File: config.mk
export PLATFORM = sky130hd
export DESIGN_NAME = multicycle_control_fsm_flat
export DESIGN_NICKNAME = d
export VERILOG_FILES = /design/src/rtl/multicycle_control_fsm_if.sv /design/src/rtl/multicycle_control_fsm.sv /design/src/flat_wrapper.sv
export SDC_FILE = /design/constraint.sdc
export NUM_CORES = 1
export LEC_CHECK = 0
export ABC_CLOCK_PERIOD_IN_PS = 1800
export BUFFER_PORTS_ARGS = -buffer_cell sky130_fd_sc_hd__buf_2
export CAP_MARGIN = 15
export CORE_UTILIZATION = 45
export CTS_CLUSTER_SIZE = 30
export DETAILED_ROUTE_END_ITERATION = 16
export GPL_ROUTABILITY_DRIVEN = 0
export PLACE_DENSITY = 0.7
export SLEW_MARGIN = 10
export SYNTH_ARGS = -nofsm -noshare
export SYNTH_HDL_FRONTEND = slang
export SYNTH_SLANG_ARGS = --single-unit
File: constraint.sdc
create_clock -name clk -period 1.8 [get_ports clk]
set_input_delay 0.36 -clock clk [delete_from_list [all_inputs] [get_ports clk]]
set_output_delay 0.36 -clock clk [all_outputs]
set_load 0.02 [all_outputs]
File: src/rtl/multicycle_control_fsm_if.sv
// rtl/multicycle_control_fsm_if.sv - controller-to-datapath bundle for the multicycle MIPS controller
interface multicycle_control_fsm_if #(
    parameter int CNT_W = 32
);
    logic [5:0]       opcode;
    logic             zero;
    logic             mem_ready;
    logic             pc_write;
    logic             pc_write_cond;
    logic [1:0]       pc_src;
    logic             iord;
    logic             mem_read;
    logic             mem_write;
    logic             ir_write;
    logic             mem_2_reg;
    logic             reg_dst;
    logic             reg_write;
    logic             alu_src_a;
    logic [1:0]       alu_src_b;
    logic [1:0]       alu_op;
    logic             illegal_op;
    logic             mem_timeout;
    logic [CNT_W-1:0] retired;
    logic [3:0]       state_o;

    modport master (
        input  opcode, zero, mem_ready,
        output pc_write, pc_write_cond, pc_src, iord, mem_read, mem_write, ir_write,
               mem_2_reg, reg_dst, reg_write, alu_src_a, alu_src_b, alu_op,
               illegal_op, mem_timeout, retired, state_o
    );

    modport slave (
        output opcode, zero, mem_ready,
        input  pc_write, pc_write_cond, pc_src, iord, mem_read, mem_write, ir_write,
               mem_2_reg, reg_dst, reg_write, alu_src_a, alu_src_b, alu_op,
               illegal_op, mem_timeout, retired, state_o
    );
endinterface

File: src/rtl/multicycle_control_fsm.sv
// rtl/multicycle_control_fsm.sv - multicycle MIPS main controller with memory stall and timeout
module multicycle_control_fsm #(
    parameter int MEM_TIMEOUT = 16,
    parameter int CNT_W       = 32
) (
    input  logic                     clk,
    input  logic                     rst_n,
    multicycle_control_fsm_if.master bus
);
    typedef enum logic [3:0] {
        S_FETCH    = 4'd0,
        S_DECODE   = 4'd1,
        S_MEM_ADDR = 4'd2,
        S_MEM_RD   = 4'd3,
        S_MEM_WB   = 4'd4,
        S_MEM_WR   = 4'd5,
        S_EXEC_R   = 4'd6,
        S_R_WB     = 4'd7,
        S_EXEC_I   = 4'd8,
        S_I_WB     = 4'd9,
        S_BRANCH   = 4'd10,
        S_JUMP     = 4'd11
    } state_t;

    localparam logic [5:0] OP_R    = 6'h00;
    localparam logic [5:0] OP_J    = 6'h02;
    localparam logic [5:0] OP_BEQ  = 6'h04;
    localparam logic [5:0] OP_ADDI = 6'h08;
    localparam logic [5:0] OP_LW   = 6'h23;
    localparam logic [5:0] OP_SW   = 6'h2B;
    localparam logic [7:0] WAIT_LAST = 8'(MEM_TIMEOUT - 1);

    state_t           state;
    logic [7:0]       wait_cnt;
    logic [CNT_W-1:0] retired_q;
    logic             in_mem;
    logic             timeout_hit;
    logic             retire;
    logic             known_op;
    logic             unused_zero;

    // Branch resolution happens in the datapath via pc_write_cond, so zero is only passed through.
    assign unused_zero = bus.zero;

    always_comb begin
        in_mem      = (state == S_FETCH) || (state == S_MEM_RD) || (state == S_MEM_WR);
        timeout_hit = in_mem && !bus.mem_ready && (wait_cnt == WAIT_LAST);
        retire      = ((state == S_MEM_WR) && bus.mem_ready) || (state == S_MEM_WB) ||
                      (state == S_R_WB) || (state == S_I_WB) || (state == S_BRANCH) ||
                      (state == S_JUMP);
        known_op    = (bus.opcode == OP_R) || (bus.opcode == OP_J) || (bus.opcode == OP_BEQ) ||
                      (bus.opcode == OP_ADDI) || (bus.opcode == OP_LW) || (bus.opcode == OP_SW);
    end

    always_ff @(posedge clk) begin
        if (!rst_n) begin
            state     <= S_FETCH;
            wait_cnt  <= 8'd0;
            retired_q <= '0;
        end else begin
            // Counter only runs while stalled; any exit (ready or timeout) restarts it.
            if (in_mem && !bus.mem_ready && !timeout_hit) begin
                wait_cnt <= wait_cnt + 8'd1;
            end else begin
                wait_cnt <= 8'd0;
            end
            if (retire) begin
                retired_q <= retired_q + 1'b1;
            end
            case (state)
                S_FETCH: begin
                    if (bus.mem_ready) begin
                        state <= S_DECODE;
                    end
                end
                S_DECODE: begin
                    case (bus.opcode)
                        OP_LW, OP_SW: state <= S_MEM_ADDR;
                        OP_R:         state <= S_EXEC_R;
                        OP_ADDI:      state <= S_EXEC_I;
                        OP_BEQ:       state <= S_BRANCH;
                        OP_J:         state <= S_JUMP;
                        default:      state <= S_FETCH;
                    endcase
                end
                S_MEM_ADDR: begin
                    if (bus.opcode == OP_LW) begin
                        state <= S_MEM_RD;
                    end else if (bus.opcode == OP_SW) begin
                        state <= S_MEM_WR;
                    end else begin
                        state <= S_FETCH;
                    end
                end
                S_MEM_RD: begin
                    if (bus.mem_ready) begin
                        state <= S_MEM_WB;
                    end else if (timeout_hit) begin
                        state <= S_FETCH;
                    end
                end
                S_MEM_WR: begin
                    if (bus.mem_ready || timeout_hit) begin
                        state <= S_FETCH;
                    end
                end
                S_EXEC_R: state <= S_R_WB;
                S_EXEC_I: state <= S_I_WB;
                default:  state <= S_FETCH;
            endcase
        end
    end

    // Moore decode of the registered state; only FETCH write strobes look at mem_ready.
    always_comb begin
        bus.pc_write      = 1'b0;
        bus.pc_write_cond = 1'b0;
        bus.pc_src        = 2'd0;
        bus.iord          = 1'b0;
        bus.mem_read      = 1'b0;
        bus.mem_write     = 1'b0;
        bus.ir_write      = 1'b0;
        bus.mem_2_reg     = 1'b0;
        bus.reg_dst       = 1'b0;
        bus.reg_write     = 1'b0;
        bus.alu_src_a     = 1'b0;
        bus.alu_src_b     = 2'd0;
        bus.alu_op        = 2'd0;
        case (state)
            S_FETCH: begin
                bus.mem_read = 1'b1;
                if (bus.mem_ready) begin
                    bus.ir_write  = 1'b1;
                    bus.pc_write  = 1'b1;
                    bus.alu_src_b = 2'd1;
                end
            end
            S_DECODE:   bus.alu_src_b = 2'd3;
            S_MEM_ADDR: begin
                bus.alu_src_a = 1'b1;
                bus.alu_src_b = 2'd2;
            end
            S_MEM_RD: begin
                bus.mem_read = 1'b1;
                bus.iord     = 1'b1;
            end
            S_MEM_WB: begin
                bus.reg_write = 1'b1;
                bus.mem_2_reg = 1'b1;
            end
            S_MEM_WR: begin
                bus.mem_write = 1'b1;
                bus.iord      = 1'b1;
            end
            S_EXEC_R: begin
                bus.alu_src_a = 1'b1;
                bus.alu_op    = 2'd2;
            end
            S_R_WB: begin
                bus.reg_write = 1'b1;
                bus.reg_dst   = 1'b1;
            end
            S_EXEC_I: begin
                bus.alu_src_a = 1'b1;
                bus.alu_src_b = 2'd2;
            end
            S_I_WB:   bus.reg_write = 1'b1;
            S_BRANCH: begin
                bus.alu_src_a     = 1'b1;
                bus.alu_op        = 2'd1;
                bus.pc_write_cond = 1'b1;
                bus.pc_src        = 2'd1;
            end
            S_JUMP: begin
                bus.pc_write = 1'b1;
                bus.pc_src   = 2'd2;
            end
            default: ;
        endcase
        bus.illegal_op  = (state == S_DECODE) && !known_op;
        bus.mem_timeout = timeout_hit;
        bus.retired     = retired_q;
        bus.state_o     = state;
    end
endmodule

File: src/flat_wrapper.sv
// flat-port wrapper written by rule: the top's interface ports become plain ports
module multicycle_control_fsm_flat 
#(
    parameter int MEM_TIMEOUT = 16,
    parameter int CNT_W       = 32
)
  (clk, rst_n, bus_opcode, bus_zero, bus_mem_ready, bus_pc_write, bus_pc_write_cond, bus_pc_src, bus_iord, bus_mem_read, bus_mem_write, bus_ir_write, bus_mem_2_reg, bus_reg_dst, bus_reg_write, bus_alu_src_a, bus_alu_src_b, bus_alu_op, bus_illegal_op, bus_mem_timeout, bus_retired, bus_state_o);
  multicycle_control_fsm_if #(.CNT_W(CNT_W)) bus_i ();
  input  logic clk;
  input  logic rst_n;
  input wire logic [$bits(bus_i.opcode)-1:0] bus_opcode;
  input wire logic [$bits(bus_i.zero)-1:0] bus_zero;
  input wire logic [$bits(bus_i.mem_ready)-1:0] bus_mem_ready;
  output wire logic [$bits(bus_i.pc_write)-1:0] bus_pc_write;
  output wire logic [$bits(bus_i.pc_write_cond)-1:0] bus_pc_write_cond;
  output wire logic [$bits(bus_i.pc_src)-1:0] bus_pc_src;
  output wire logic [$bits(bus_i.iord)-1:0] bus_iord;
  output wire logic [$bits(bus_i.mem_read)-1:0] bus_mem_read;
  output wire logic [$bits(bus_i.mem_write)-1:0] bus_mem_write;
  output wire logic [$bits(bus_i.ir_write)-1:0] bus_ir_write;
  output wire logic [$bits(bus_i.mem_2_reg)-1:0] bus_mem_2_reg;
  output wire logic [$bits(bus_i.reg_dst)-1:0] bus_reg_dst;
  output wire logic [$bits(bus_i.reg_write)-1:0] bus_reg_write;
  output wire logic [$bits(bus_i.alu_src_a)-1:0] bus_alu_src_a;
  output wire logic [$bits(bus_i.alu_src_b)-1:0] bus_alu_src_b;
  output wire logic [$bits(bus_i.alu_op)-1:0] bus_alu_op;
  output wire logic [$bits(bus_i.illegal_op)-1:0] bus_illegal_op;
  output wire logic [$bits(bus_i.mem_timeout)-1:0] bus_mem_timeout;
  output wire logic [$bits(bus_i.retired)-1:0] bus_retired;
  output wire logic [$bits(bus_i.state_o)-1:0] bus_state_o;
  assign bus_i.opcode = bus_opcode;
  assign bus_i.zero = bus_zero;
  assign bus_i.mem_ready = bus_mem_ready;
  assign bus_pc_write = bus_i.pc_write;
  assign bus_pc_write_cond = bus_i.pc_write_cond;
  assign bus_pc_src = bus_i.pc_src;
  assign bus_iord = bus_i.iord;
  assign bus_mem_read = bus_i.mem_read;
  assign bus_mem_write = bus_i.mem_write;
  assign bus_ir_write = bus_i.ir_write;
  assign bus_mem_2_reg = bus_i.mem_2_reg;
  assign bus_reg_dst = bus_i.reg_dst;
  assign bus_reg_write = bus_i.reg_write;
  assign bus_alu_src_a = bus_i.alu_src_a;
  assign bus_alu_src_b = bus_i.alu_src_b;
  assign bus_alu_op = bus_i.alu_op;
  assign bus_illegal_op = bus_i.illegal_op;
  assign bus_mem_timeout = bus_i.mem_timeout;
  assign bus_retired = bus_i.retired;
  assign bus_state_o = bus_i.state_o;
  multicycle_control_fsm #(.MEM_TIMEOUT(MEM_TIMEOUT), .CNT_W(CNT_W)) u_core (.clk(clk), .rst_n(rst_n), .bus(bus_i));
endmodule
==> metrics.md <==
| Metric | Value |
|---|---|
| Crit-path cells | `buf_6 -> nor4bb_1 -> a211o_1 -> buf_12 -> or4_4 -> a21oi_2` |
| Worst R2R End | `u_core.bus.retired[12]` |
| Sequential share of the synthesized area | `34.5%` |
| Total gr overflow | `0` |
| Initial drt markers | `144` |
| Synth unique cells | `42` |
| Final worst path period need | `1930 ps` |
| YS warnings | `0` |
| Total of max-cap violations | `0` |
| Worst-Skew Late Latency | `290 ps` |
| H-tree depth | `2` |
| Hold Path Cell Cnt | `1` |
| Row count | `27` |
| Port Buffers | `62` |
| Least-Margin Pin Slew | `622 ps` |
| Avg Inst Size Synth | `7.81 µm²` |
| Gate family responsible for the most delay along the worst path | `simple AND/OR/NAND/NOR gates` |
| Max_slew headroom | `58.5%` |
| Gate Count Post-Synth | `327` |
| Endpoints failing hold | `0` |
| FF+latch count, synth | `44` |
| CP startpoint kind | `flop` |
| Mapped Nets | `339` |
| FF-to-FF path depth | `6` |
| Fin cells | `493` |
| CTS sink cnt | `44` |
| Tot Pwr | `2010 µW` |
| Post-synth EDFFs | `0` |
| Synth top area cells | `dfxtp_1 34%, mux2i_1 7.1%, nand2_1 5.6%` |
| Violated checks | `setup timing` |
| Gr usage total | `22.7%` |
| Top_reg_cell synth | `dfxtp_1` |
| Critical path class | `flop to flop` |
| Placed insts | `470` |
| Vias per std cell | `5.69` |
| Mapped Area | `2550 µm²` |
| Hold Path Class | `flop to flop` |
| Int Pwr | `1430 µW` |
| WL per Instance | `14.3 µm` |
| RSZ-0062 raised after global routing | `yes` |
| Hold path start | `u_core.wait_cnt[0]` |
| Final setup viols | `17` |
| Sequential share of power | `49.4%` |
| Initial antenna violation count | `0` |
| Fill cells | `438` |
| Clk pwr share | `29.9%` |
| First-pass GRT wire length | `11.2 mm` |
| Crit-path max FO | `35` |
| Drc violations | `0` |
| CTS clk-pin slew, worst paths | `90 ps` |
| Largest net degree at the start of global routing | `36` |
| Crit-path slowest cell | `or4_4` |
| CP arrival | `2150 ps` |
| RR Startpoint | `u_core.bus.state_o[2]` |
| Slew Limit Fails | `0` |
| Slowest stage delay, CP | `530 ps` |
| Clk buf depth | `2` |
| Die Ht | `77.3 µm` |
| Layout Nets | `433` |
| Worst Skew | `11.1 ps` |
| Final wirelength | `7.06 mm` |
| Achievable Freq | `0.517 GHz` |
| Total die area | `5980 µm²` |
| Required time of the critical path | `2020 ps` |
| Leakage | `0.00162 µW` |
| TritonCTS Buffers | `5` |
| Crit share post-route | `107%` |
| Worst Path Buf+Inv | `2` |
| Worst vdd ir | `0.363 mV` |
| Number of antenna diodes | `0` |
| Die span in x | `77.3 µm` |
| Post-route ant nets | `0` |
| Hold Path End | `u_core.wait_cnt[0]` |
| Combinational share of power | `20.8%` |
| Most frequent cell after synthesis | `dfxtp_1` |
| Via count | `2,807` |
| Post-Route Setup TNS | `-811 ps` |
| Flop2flop setup slack | `-130 ps` |
| Outcome | `finished, violations left` |
| CTS Hold Bufs | `0` |
| Setup ws final | `-133 ps` |
| Drt pass-1 iters | `4` |
| Async S/R FF share, synth | `0%` |
| Initial Utilization | `46.7%` |
| Clock Tree Root | `clkbuf_8` |
| Vias in the first global route | `2,482` |
| CTS tree | `done` |
| Core Region | `5470 µm²` |
| Final hold slack | `443 ps` |
| HPWL Detailed | `4.63 mm` |
| P_sw | `580 µW` |
| Area fraction of the dominant cell type after synthesis | `34.5%` |
| Switching Fraction | `28.8%` |
| Crit end category | `flop` |
| Final Core Density | `69.8%` |
| Fraction of layout cells with a size suffix above 1 | `41.3%` |
| Cell taking the most area after synthesis | `dfxtp_1` |
| I/O Pins | `64` |
| Power per cell area | `528 nW/µm²` |
| Synth-to-Final Area Change | `49.5%` |
| Top cells by count, synth | `44 x dfxtp_1, 38 x nand2_1, 26 x nor2_1, 20 x nor4_1, 19 x nand2b_1` |
[worst max-delay path by stage]
stage,from,cells past startpoint,end,slack [ps]
3_5_place_dp,u_core.bus.state_o[1],5,u_core.bus.retired[12],-10
5_1_grt,u_core.bus.state_o[3],4,bus_illegal_op,-180
2_1_floorplan,u_core.bus.state_o[0],7,u_core.bus.retired[27],-20
4_1_cts,u_core.bus.state_o[3],4,bus_illegal_op,-140
3_3_place_gp,u_core.bus.state_o[1],5,u_core.bus.retired[5],70
6_report,u_core.bus.state_o[2],6,u_core.bus.retired[12],-130
[cell families after synthesis]
group | after synthesis | synth area share (%)
AOI/OAI and AO/OA | 50 | 12.7
xor gates and xnor gates | 11 | 3.77
adders and majority gates | 3 | 1.37
buffers and inverters | 34 | 5.34
DFF | 44 | 34.5
muxes | 18 | 7.06
and+or+nand+nor | 167 | 35.3
[state kept, by name, summed over array words and instances (netlist names)]
name,cells
u_core.bus.retired,32
u_core.bus.state_o,4
u_core.wait_cnt,8
[cells in the final DEF, fill, tap and decap left out, types with 9 or more instances in the layout]
master    synthesis  final
buf_2             4     52
buf_4             1     42
dfxtp_1          44     39
nand2_1          38     34
nor2_1           26     22
nand2b_1         19     19
mux2i_1          18     18
nand3_1          15     13
nor4_4            0     12
a21oi_1          17     11
nand4_1          11     11
inv_1            13     10
o31ai_1          10     10
buf_6             0     10
o21ai_0          10      9
[per-layer routing]
layer / share of wire (%) / track usage (%)
met5: 0 / 0
met4: 0.76 / 6.42
met2: 51 / 38.8
met1: 44 / 28.8
met3: 3.8 / 4.47
[worst reg2reg max path, cell delays in order (launching register included)]
cell and delay (ps):
dfxtp_4 390, buf_6 120, nor4bb_1 130, a211o_1 310
buf_12 200, or4_4 540, a21oi_2 170
[layout make-up]
class | count | area [µm²] | area share, %
inverter | 13 | 51.3 | 1.34
sequential | 44 | 895 | 23.4
tap | 72 | 90.1 | 2.36
clock buffer | 5 | 68.8 | 1.80
clock inverter | 2 | 11.3 | 0.295
multi-input combinational | 249 | 1930 | 50.6
timing repair buffer | 108 | 768 | 20.1
[timing repair]
item | in CTS | in global routing
pin swaps | 15 | 8
hold endpoints to repair | 0 | 0
endpoints found under the setup margin | 8 | 39
gates resized for setup | 22 | 64
buffers inserted | 10 | 6
[power groups by stage]
stage,logic (µW),clock network [µW],registers (µW)
5_1_grt,449,655,996
4_1_cts,374,621,994
3_3_place_gp,320,0,1020
2_1_floorplan,215,0,1020
3_5_place_dp,325,0,1020
6_report,419,601,994
[per-stage QoR]
| step | area, µm² | setup slack, ps |
|---|---|---|
| 5_1_grt | 3820 | -181 |
| 2_1_floorplan | 2660 | -18.0 |
| 4_1_cts | 3450 | -137 |
| 6_report | 3820 | -133 |
| 3_3_place_gp | 3210 | 67.6 |
| 3_5_place_dp | 3210 | -11.3 |
(Power assumes the default switching activity.)
